$ cat src/rtl/matrix2ram.sv
`default_nettype none
// ============================================================================
// matrix2ram - snapshots a matrix, writes it to a single-port RAM, reads it
//              back and reports done / error / mismatch count.
// Revision   : 1.0
// ============================================================================
module matrix2ram #(
  parameter int DATA_WIDTH  = 8,
  parameter int DEPTH       = 16,
  parameter int DATA_AMOUNT = 16,
  parameter int BASE_ADDR   = 0
) (
  input  logic                                   clk,
  input  logic                                   reset,
  input  logic                                   start,
  input  logic [$clog2(DATA_AMOUNT):0]           data_amt,
  input  logic [DATA_AMOUNT-1:0][DATA_WIDTH-1:0] matrix_data,
  output logic                                   ram_we,
  output logic                                   ram_re,
  output logic [$clog2(DEPTH)-1:0]               ram_addr,
  output logic [DATA_WIDTH-1:0]                  ram_wdata,
  input  logic [DATA_WIDTH-1:0]                  ram_rdata,
  output logic                                   busy,
  output logic                                   done,
  output logic                                   error,
  output logic [$clog2(DATA_AMOUNT):0]           err_count
);

  localparam int ADDR_WIDTH = $clog2(DEPTH);
  localparam int CNT_WIDTH  = $clog2(DATA_AMOUNT) + 1;
  localparam int IDX_WIDTH  = (DATA_AMOUNT > 1) ? $clog2(DATA_AMOUNT) : 1;
  localparam int ROOM       = DEPTH - BASE_ADDR;
  localparam int MAX_N_INT  = (DATA_AMOUNT < ROOM) ? DATA_AMOUNT : ROOM;
  localparam logic [CNT_WIDTH-1:0]  MAX_N   = CNT_WIDTH'(MAX_N_INT);
  localparam logic [CNT_WIDTH-1:0]  ERR_SAT = CNT_WIDTH'(DATA_AMOUNT);
  localparam logic [ADDR_WIDTH-1:0] BASE    = ADDR_WIDTH'(BASE_ADDR);

  typedef enum logic [2:0] {
    IDLE  = 3'd0,
    WRITE = 3'd1,
    READ  = 3'd2,
    DRAIN = 3'd3,
    DONE  = 3'd4
  } state_t;

  state_t                                 state_q, state_d;
  logic [DATA_AMOUNT-1:0][DATA_WIDTH-1:0] snap_q, snap_d;
  logic [CNT_WIDTH-1:0]                   n_q, n_d;
  logic [IDX_WIDTH-1:0]                   idx_q, idx_d;
  logic                                   pend_q, pend_d;
  logic [IDX_WIDTH-1:0]                   pend_idx_q, pend_idx_d;
  logic                                   ram_we_q, ram_we_d;
  logic                                   ram_re_q, ram_re_d;
  logic [ADDR_WIDTH-1:0]                  ram_addr_q, ram_addr_d;
  logic [DATA_WIDTH-1:0]                  ram_wdata_q, ram_wdata_d;
  logic                                   busy_q, busy_d;
  logic                                   done_q, done_d;
  logic                                   error_q, error_d;
  logic [CNT_WIDTH-1:0]                   err_count_q, err_count_d;

  logic [CNT_WIDTH-1:0] n_clamped;
  logic [IDX_WIDTH-1:0] idx_next;
  logic                 is_last;
  logic                 mismatch;

  assign n_clamped = (data_amt > MAX_N) ? MAX_N : data_amt;
  assign idx_next  = idx_q + IDX_WIDTH'(1);
  assign is_last   = (CNT_WIDTH'(idx_q) == (n_q - CNT_WIDTH'(1)));
  // pend_q marks that read data for element pend_idx_q arrives this cycle
  assign mismatch  = pend_q && (ram_rdata != snap_q[pend_idx_q]);

  always_comb begin
    state_d     = state_q;
    snap_d      = snap_q;
    n_d         = n_q;
    idx_d       = idx_q;
    pend_d      = ram_re_q;
    pend_idx_d  = idx_q;
    ram_we_d    = 1'b0;
    ram_re_d    = 1'b0;
    ram_addr_d  = ram_addr_q;
    ram_wdata_d = ram_wdata_q;
    busy_d      = busy_q;
    done_d      = done_q;
    error_d     = error_q;
    err_count_d = err_count_q;

    if (mismatch) begin
      error_d = 1'b1;
      if (err_count_q != ERR_SAT) begin
        err_count_d = err_count_q + CNT_WIDTH'(1);
      end
    end

    case (state_q)
      IDLE: begin
        if (start) begin
          snap_d      = matrix_data;
          n_d         = n_clamped;
          idx_d       = '0;
          error_d     = 1'b0;
          err_count_d = '0;
          if (n_clamped == '0) begin
            state_d = DONE;
            done_d  = 1'b1;
          end else begin
            state_d     = WRITE;
            busy_d      = 1'b1;
            ram_we_d    = 1'b1;
            ram_addr_d  = BASE;
            ram_wdata_d = matrix_data[0];
          end
        end
      end
      WRITE: begin
        if (is_last) begin
          state_d    = READ;
          ram_re_d   = 1'b1;
          ram_addr_d = BASE;
          idx_d      = '0;
        end else begin
          ram_we_d    = 1'b1;
          idx_d       = idx_next;
          ram_addr_d  = ram_addr_q + ADDR_WIDTH'(1);
          ram_wdata_d = snap_q[idx_next];
        end
      end
      READ: begin
        if (is_last) begin
          state_d = DRAIN;
        end else begin
          ram_re_d   = 1'b1;
          idx_d      = idx_next;
          ram_addr_d = ram_addr_q + ADDR_WIDTH'(1);
        end
      end
      DRAIN: begin
        state_d = DONE;
        busy_d  = 1'b0;
        done_d  = 1'b1;
      end
      DONE: begin
        if (!start) begin
          state_d = IDLE;
          done_d  = 1'b0;
        end
      end
      default: begin
        state_d = IDLE;
        busy_d  = 1'b0;
        done_d  = 1'b0;
      end
    endcase
  end

  always_ff @(posedge clk) begin
    if (reset) begin
      state_q     <= IDLE;
      snap_q      <= '0;
      n_q         <= '0;
      idx_q       <= '0;
      pend_q      <= 1'b0;
      pend_idx_q  <= '0;
      ram_we_q    <= 1'b0;
      ram_re_q    <= 1'b0;
      ram_addr_q  <= '0;
      ram_wdata_q <= '0;
      busy_q      <= 1'b0;
      done_q      <= 1'b0;
      error_q     <= 1'b0;
      err_count_q <= '0;
    end else begin
      state_q     <= state_d;
      snap_q      <= snap_d;
      n_q         <= n_d;
      idx_q       <= idx_d;
      pend_q      <= pend_d;
      pend_idx_q  <= pend_idx_d;
      ram_we_q    <= ram_we_d;
      ram_re_q    <= ram_re_d;
      ram_addr_q  <= ram_addr_d;
      ram_wdata_q <= ram_wdata_d;
      busy_q      <= busy_d;
      done_q      <= done_d;
      error_q     <= error_d;
      err_count_q <= err_count_d;
    end
  end

  assign ram_we    = ram_we_q;
  assign ram_re    = ram_re_q;
  assign ram_addr  = ram_addr_q;
  assign ram_wdata = ram_wdata_q;
  assign busy      = busy_q;
  assign done      = done_q;
  assign error     = error_q;
  assign err_count = err_count_q;

endmodule
`default_nettype wire

$ cat config.mk
export PLATFORM = sky130hd
export DESIGN_NAME = matrix2ram
export DESIGN_NICKNAME = d
export VERILOG_FILES = /design/src/rtl/matrix2ram.sv
export SDC_FILE = /design/constraint.sdc
export NUM_CORES = 1
export LEC_CHECK = 0
export CELL_PAD_IN_SITES_DETAIL_PLACEMENT = 1
export CELL_PAD_IN_SITES_GLOBAL_PLACEMENT = 2
export CORE_MARGIN = 3
export CORE_UTILIZATION = 34
export DETAILED_ROUTE_END_ITERATION = 8
export PLACE_DENSITY_LB_ADDON = 0.08
export SYNTH_ARGS = -nofsm -noshare
export SYNTH_HDL_FRONTEND = slang
export SYNTH_SLANG_ARGS = --single-unit
export TNS_END_PERCENT = 1
$ cat constraint.sdc
create_clock -name clk -period 7.1 [get_ports clk]
set_input_delay 1.42 -clock clk [delete_from_list [all_inputs] [get_ports clk]]
set_output_delay 1.42 -clock clk [all_outputs]
set_load 0.03 [all_outputs]
# [Yosys cells after proc, flatten, opt, wreduce, memory -nomap -nowiden]
# Cells that the tools add are included.
[word_totals] register_bits=167 latch_bits=0 ramBits=0 mem_bits_ro=0 word_cells=111 memories=0
[op_classes] add_sub_neg=4 n_mul=0 div_mod_pow=0 magnitude_cmp=3 n_eq_ne=15 shift=0 mux=44 bitwise_logic=2 reduce_logical=14
[op_table] op="$bmux W8 S4" n=2
[op_table] op="$mux W8" n=5
[op_table] op="$mux W4" n=7
[op_table] op="$mux W5" n=5
[op_table] op="$pmux W4 S3" n=2
[op_table] op="$ne A2 B2 Y1 const B" n=8
[op_table] op="$pmux W8 S2" n=1
[op_table] op="$reduce_and A4 Y1" n=4
[op_table] op="$mux W3" n=5
[op_table] op="$pmux W3 S5" n=1
[op_table] op="$mux W1" n=12
[op_table] op="$lt A4 B5 Y1 const B" n=2
[op_table] op="$add A4 B1 Y4 const B" n=2
[op_table] op="$ne A8 B8 Y1" n=1
[op_table] op="$eq A3 B2 Y1 const B" n=2
[op_table] op="$pmux W1 S2" n=3
[op_table] op="$reduce_and A3 Y1" n=2
[op_table] op="$add A5 B1 Y5 const B" n=1
[op_table] op="$eq A4 B5 Y1" n=1
[op_table] op="$gt A5 B5 Y1 const B" n=1
[op_table] op="$logic_not A5 Y1" n=1
[op_table] op="$ne A5 B5 Y1 const B" n=1
[op_table] op="$sub A5 B1 Y5 const B" n=1
[op_table] op="$pmux W1 S4" n=1
[op_table] op="10 further kinds" n=11

# [Depth between registers and ports, before layout]
# Gate-level depths: netlist of run 1.
[depth] depth_word=7 depth_mapped=10 mapped_depth_nobuf=10

# [Worst setup path before layout of run 1]
# Ideal clock, no wire load.
[synth_timing] path_type="input -> register" startpoint="input data_amt[1]" endpoint="register ram_wdata_q[7] (netlist: ram_wdata[7])" setup_time_ps=128 t_arrival_ps=2838 t_required_ps=6972 setup_slack_ps=4135 stages=6 path_buffers=0 cell_sequence="or4_1 o21ai_0 mux2i_1 nand2_1 mux2i_1 nor2_1"
[synth_between] elab_chain_cells=5
[synth_rtl] element="start: declaration" line="16" text="input logic [$clog2(DATA_AMOUNT):0] data_amt,"
[synth_rtl] element="$gt A5 B5 Y1" line="66" text="assign n_clamped = (data_amt > MAX_N) ? MAX_N : data_amt;"
[synth_rtl] element="$mux W5 *" line="66"
[synth_rtl] element="$logic_not A5 Y1 *" line="103" text="if (n_clamped == '0) begin"
[synth_rtl] element="$ne A2 B2 Y1 (no source line) *"
[synth_rtl] element="$reduce_and A4 Y1 (no source line) *"
[synth_rtl] element="end signal: assignment" line="182" text="ram_wdata_q <= ram_wdata_d;"
[synth_rtl] element="end: declaration" line="55" text="logic [DATA_WIDTH-1:0] ram_wdata_q, ram_wdata_d;"
# Every way passes the cells marked *; elsewhere a longest branch is shown, timed or not.
# A chain may end at the register's enable or synchronous reset.

# [Final worst setup path of run 1]
[layout_timing] startpoint="register idx_q[0]" endpoint="register ram_wdata_q[7] (netlist: ram_wdata[7])"
[layout_between] elab_chain_cells=5 elab_cells_between_ends=8
[layout_rtl] element="start: declaration" line="49" text="logic [IDX_WIDTH-1:0] idx_q, idx_d;"
[layout_rtl] element="start signal: assignment" line="176" text="idx_q <= idx_d;"
[layout_rtl] element="$add A4 B1 Y4" line="67" text="assign idx_next = idx_q + IDX_WIDTH'(1);"
[layout_rtl] element="$bmux W8 S4" line="125" text="ram_wdata_d = snap_q[idx_next];"
[layout_rtl] element="$mux W8 (not written as such)" line="125"
[layout_rtl] element="$mux W8" line="116" text="if (is_last) begin"
[layout_rtl] element="$pmux W8 S2" line="95" text="case (state_q)"
# Several ways; a longest one is shown, not always the timed one. The select of a mux whose other input is x is not followed.

==> flow_summary.yaml, run 1 <==
sta:
  hold_viol: 0
  min_period_over_period_pct: 50.91
  setup_viol: 0
  finalClockSkew_ns: 0.01202
  worst_slack_ns: 3.486
  slew_violations: 0
  fin_setup_tns_ns: 0
  rsz0062_at_grt: "false"
  period_minus_slack_ns: 3.614
  relSlewSlack_pct: 26.05
  worst_pin_slew_ns: 1.106
  fmax_ghz: 0.2767
global_route:
  grt-ovfl-total: 0
  grt_max_degree: 83
  grt_pass1_wl_um: 42840
  antenna_found_initial: 0
  first_global_vias: 7311
  grtUsageTotal_pct: 21.10
cts:
  cts_resized: 0
  cts_setup_buffers: 0
  insertion_delay_ns: 0.44
  clkTransAtPathRegs_ns: 0.07
  clockBufferDepth: 2
  htree_levels: 4
  cts-root-buf: "clkbuf_16"
  hold_buffers: 0
  cts_tree: "yes"
  clock_sinks: 167
  numCtsBuffers: 17
yosys:
  yosys-top-cells-count: "275 x nand2_1, 167 x dfxtp_1, 144 x a21oi_1, 53 x mux4_2, 52 x clkbuf_1"
  async_reset_ff_share_pct: 0
  synthSimpleGateAreaFrac_pct: 16.78
  syn_area_per_cell_um2: 9.371
  synth_cell_type_count: 45
  postSynthCellCount: 892
  yosys_register_bits: 167
  yosysTopAreaCell: "dfxtp_1"
  synth-xor-area-share_pct: 3.248
  synth_top_area_share_pct: 39.99
  synth_area_leaders: "dfxtp_1 40%, mux4_2 14%, nand2_1 12%"
  yosys.area_share.adder_pct: 0.7484
  ys_seq_area_share_pct: 39.99
  synth_most_common_cell: "nand2_1"
  synth_mux_area_share_pct: 24.20
  synth_compound_area_share_pct: 11.09
  synth_top_family_by_area: "multiplexers"
  synth_edf_count: 0
  synthFlopType: "dfxtp_1"
  ys_warn_count: 0
  syn_nets: 1041
  syn_area_um2: 8359
drt:
  first_iter_violations: 483
  wire_per_inst_um: 20.45
  ant_nets: 0
  num_vias: 7090
  viasPerCell: 5.256
  route.detailed.drc: 0
  wl_um: 27590
  dr.pass1.iters: 5
die:
  die_width_um: 162.8
  die-area_um2: 26500
  pin_count: 166
  rows: 56
  start_util_pct: 35.09
  core_um2: 23820
  die_y_um: 162.8
finish:
  area_growth_pct: 28.98
  drive_above_1_share_pct: 10.78
  finalNonFillerCells: 1349
  n_antenna_cell: 0
  nNetsFinal: 1166
  n_fill_cell: 2723
power_and_ir_drop:
  peakVddDrop_mv: 0.1690
  p_per_area_nw_per_um2: 221.2
  power_mw: 2.385
  p_leak_nw: 3.870
placed_design:
  post-place-ws_ns: 3.208
  io_buffers: 165
  dp.cells: 1317
  dp_hpwl_um: 19770
  gp_congestion: 0.8005
worst_setup_path:
  ff2ff_setup_slack_ns: 3.49
  critical_path_class: "flop to flop"
  critPathRequiredTime_ns: 7.39
  cp-end-kind: "flop"
  crit_fanout: 37
  arrival_ns: 3.91
  worst_setup_path_start_kind: "flop"
job:
  cap_viol_max_count: 0
run_status:
  status: "finished clean"
hold_path:
  hp-class: "flop to flop"
==> power breakdown <==
| group | switching [mW] | total (mW) | leakage [nW] | internal, mW |
|---|---|---|---|---|
| combinational | 0.182 | 0.377 | 2.21 | 0.195 |
| sequential | 0.0542 | 1.04 | 1.37 | 0.989 |
| clock | 0.427 | 0.966 | 0.289 | 0.539 |
| total | 0.663 | 2.39 | 3.87 | 1.72 |
==> metal layers <==
layer,global-route usage (%),routed length [um]
met1,29.09,12760
met2,33.69,12830
met3,4.145,1513
met4,6.305,480
met5,0,0
==> flip-flops by register name (all words and copies together), names as in the netlist <==
name        count
busy            1
done            1
err_count       5
error           1
idx_q           4
n_q             5
pend_idx_q      4
pend_q          1
ram_addr        4
ram_re          1
ram_wdata       8
ram_we          1
snap_q        128
state_q         3
==> area by class of cell <==
cell class / count / area, um2 / area share (%)
inverter: 8 / 30.03 / 0.2785
timing repair buffer: 172 / 1702 / 15.78
tap: 319 / 399.1 / 3.702
multi-input combinational: 651 / 4705 / 43.63
sequential: 167 / 3344 / 31.02
clock buffer: 19 / 442.9 / 4.108
clock inverter: 13 / 158.9 / 1.474
==> stage by stage <==
stage	cell area, um2	hold slack [ns]	utilization, %
2_1_floorplan	8359	0.4413	-
3_3_place_gp	10180	0.4545	42.73
3_5_place_dp	10180	0.4521	42.73
4_1_cts	10780	0.4678	45.26
5_1_grt	10780	0.4891	45.26
6_report	10780	0.4615	45.26
==> final timing paths <==
path                                            start                         to  depth (start not counted)
worst max-delay path            idx_q[0]$_SDFFE_PP0P_  ram_wdata[7]$_SDFFE_PP0P_                          8
worst min-delay path                 error$_SDFF_PP0_           error$_SDFF_PP0_                          1
worst max register to register  idx_q[0]$_SDFFE_PP0P_  ram_wdata[7]$_SDFFE_PP0P_                          8
worst min register to register       error$_SDFF_PP0_           error$_SDFF_PP0_                          1
==> cells in the final DEF, fill, tap and decap left out, drive strengths merged, types with 4 or more instances in the layout <==
cell,n
mux2,8
clkbuf,19
nand2b,4
nand4,5
buf,8
nand3,6
a211oi,5
clkdlybuf4s50,164
o21ai,6
xnor2,22
nand3b,7
nand2,275
nor2b,6
inv,13
xor2,9
mux4,72
and2,5
clkinv,4
nor2,23
ha,5
mux2i,24
dfxtp,167
a21oi,144
==> worst max-delay path, cell delays in order (launching register included) <==
cell and delay (ns):
dfxtp_2 0.32, buf_4 0.57, ha_1 0.75, buf_4 0.43, mux4_2 0.37, mux4_2 0.51, mux2_2 0.31, mux2i_1 0.13
nor2_1 0.05
==> cells by family (layout without fill, tap and decap cells) <==
family | after synthesis | in the layout
xor+xnor | 31 | 31
compound gates | 169 | 169
flops | 167 | 167
simple gates | 342 | 342
mux | 104 | 104
buf+inv | 74 | 212
fa+ha+maj | 5 | 5
No activity file was read; power rests on OpenSTA's default activity.
==> run 2: changes to the inputs <==
- CORE_UTILIZATION: 34 -> 29
- clock period: 7.1 -> 3.2 ns (I/O delays scaled with it)
==> run 2 against run 1 <==
Compared with the run above: cell area grew 2.1%; register-to-register slack lost 3.0 ns; first-iteration DRC count shrank 24%; final cell count grew 5.4%.
==> flow_summary.yaml, run 2 (same netlist as run 1, synthesis figures left out) <==
die:
  die_y_um: 175.8
  pin_count: 166
  core_um2: 28090
  start_util_pct: 29.76
  die-area_um2: 30900
  rows: 61
  die_width_um: 175.8
cts:
  htree_levels: 4
  cts_setup_buffers: 0
  clkTransAtPathRegs_ns: 0.07
  cts_tree: "yes"
  cts_resized: 0
  cts-root-buf: "clkbuf_16"
  hold_buffers: 0
  insertion_delay_ns: 0.44
  numCtsBuffers: 17
  clockBufferDepth: 2
  clock_sinks: 167
sta:
  finalClockSkew_ns: 0.01106
  hold_viol: 0
  period_minus_slack_ns: 2.741
  worst_slack_ns: 0.4589
  worst_pin_slew_ns: 0.7572
  fmax_ghz: 0.3648
  slew_violations: 0
  hold_slack_ns: 0.4700
  min_period_over_period_pct: 85.66
  setup_viol: 0
  relSlewSlack_pct: 49.52
  fin_setup_tns_ns: 0
  rsz0062_at_grt: "false"
worst_setup_path:
  critPathRequiredTime_ns: 3.51
  worst_setup_path_start_kind: "flop"
  cp_num_buf_inv: 1
  slowest_stage: "mux4_1"
  setup.worst_path.end: "err_count[1]$_SDFF_PP0_"
  crit_fanout: 14
  path_cells: "buf_4, mux4_1, mux2i_1, xnor2_1, nor4_2, a31o_2, a31oi_4, mux2i_1, nor3_1"
  crit_path_max_incr_delay_ns: 0.58
  crit_cells: 9
  reg2regPathDepth: 9
  ff2ff_setup_slack_ns: 0.46
  crit_top_cell: "mux2i_1"
  r2r-end: "err_count[1]$_SDFF_PP0_"
  crit_start: "pend_idx_q[1]$_SDFF_PP0_"
  crit_family: "multiplexers"
  arrival_ns: 3.05
  critical_path_class: "flop to flop"
  timing.rr.start: "pend_idx_q[1]$_SDFF_PP0_"
  cp-end-kind: "flop"
drt:
  wl_um: 28090
  first_iter_violations: 365
  num_vias: 7048
  wire_per_inst_um: 19.76
  viasPerCell: 4.956
  ant_nets: 0
  route.detailed.drc: 0
  dr.pass1.iters: 4
finish:
  regMostFlops: "snap_q"
  mostFrequentLayoutCells: "274 x nand2_1, 166 x dfxtp_1, 164 x clkdlybuf4s50_1"
  largest_register_ffs: 128
  utilization_pct: 39.19
  drive_above_1_share_pct: 11.79
  final_common_cell: "nand2_1"
  n_fill_cell: 3238
  nNetsFinal: 1179
  area_growth_pct: 31.69
run_status:
  status: "finished clean"
placed_design:
  gp_congestion: 0.8111
  post-place-ws_ns: 0.4299
  io_buffers: 165
  dp_hpwl_um: 21000
power_and_ir_drop:
  peakVddDrop_mv: 0.3618
  p_leak_nw: 3.951
  power_mw: 5.248
  p_per_area_nw_per_um2: 476.8
global_route:
  first_global_vias: 7312
  antenna_found_initial: 2
  grtUsageTotal_pct: 18.18
  grt-ovfl-total: 0
  grt_max_degree: 82
  grt_pass1_wl_um: 43220
hold_path:
  hp-class: "flop to flop"
job:
  cap_viol_max_count: 0
[run 2: changes by cell type in the layout (fill, tap and decap cells not counted), moves of 2 or more]
cell	delta
clkinv_4	-3
buf_12	+6
buf_4	+7
clkinv_8	+2
inv_6	+2
[run 2: final cells by class]
type                            instances  area (um2)  area share (%)
Timing Repair Buffer                  185        1874           17.03
Multi-Input combinational cell        651        4697           42.67
Sequential cell                       167        3344           30.38
Antenna cell                            1       2.502         0.02273
Tap cell                              378       473.0           4.296
Clock buffer                           18       429.2           3.899
Clock inverter                         14       157.7           1.432
Inverter                                8       30.03          0.2728
[run 2: tightest hold or removal path, delay by kind of cell (launching register included)]
family | cells | cell delay, ns
flops | 1 | 0.32
simple gates | 1 | 0.05
compound gates | 1 | 0.05
[run 2: metrics by stage]
step | cell area (um2) | cells
2_1_floorplan | 8359 | 892
5_1_grt | 11010 | 1422
6_report | 11010 | 1422
4_1_cts | 11010 | 1421
3_5_place_dp | 10420 | 1389
3_3_place_gp | 10420 | 1389
[run 2: worst min path at each step]
| stage | startpoint | end | slack (ns) | cells after the start |
|---|---|---|---|---|
| after global placement | error$_SDFF_PP0_ | error$_SDFF_PP0_ | 0.45 | 1 |
| after floorplan | snap_q[24]$_SDFFE_PP0P_ | snap_q[24]$_SDFFE_PP0P_ | 0.44 | 2 |
| after CTS | snap_q[5]$_SDFFE_PP0P_ | snap_q[5]$_SDFFE_PP0P_ | 0.48 | 2 |
| final | snap_q[111]$_SDFFE_PP0P_ | snap_q[111]$_SDFFE_PP0P_ | 0.47 | 2 |
| after detailed placement | error$_SDFF_PP0_ | error$_SDFF_PP0_ | 0.46 | 1 |
| after global routing | snap_q[121]$_SDFFE_PP0P_ | snap_q[121]$_SDFFE_PP0P_ | 0.49 | 2 |
[run 2: metal layers]
metal | GRT usage (%) | wire length [um]
met3 | 3.394 | 1273
met4 | 4.322 | 293
met2 | 29.54 | 13170
met1 | 25.13 | 13340
met5 | 0 | 13
[run 2: where the power goes]
group / switching (mW) / total (mW) / internal [mW] / leakage (nW)
Clock: 0.969 / 2.08 / 1.11 / 0.282
Combinational: 0.413 / 0.866 / 0.453 / 2.30
Sequential: 0.111 / 2.30 / 2.19 / 1.37
Total: 1.49 / 5.25 / 3.75 / 3.95
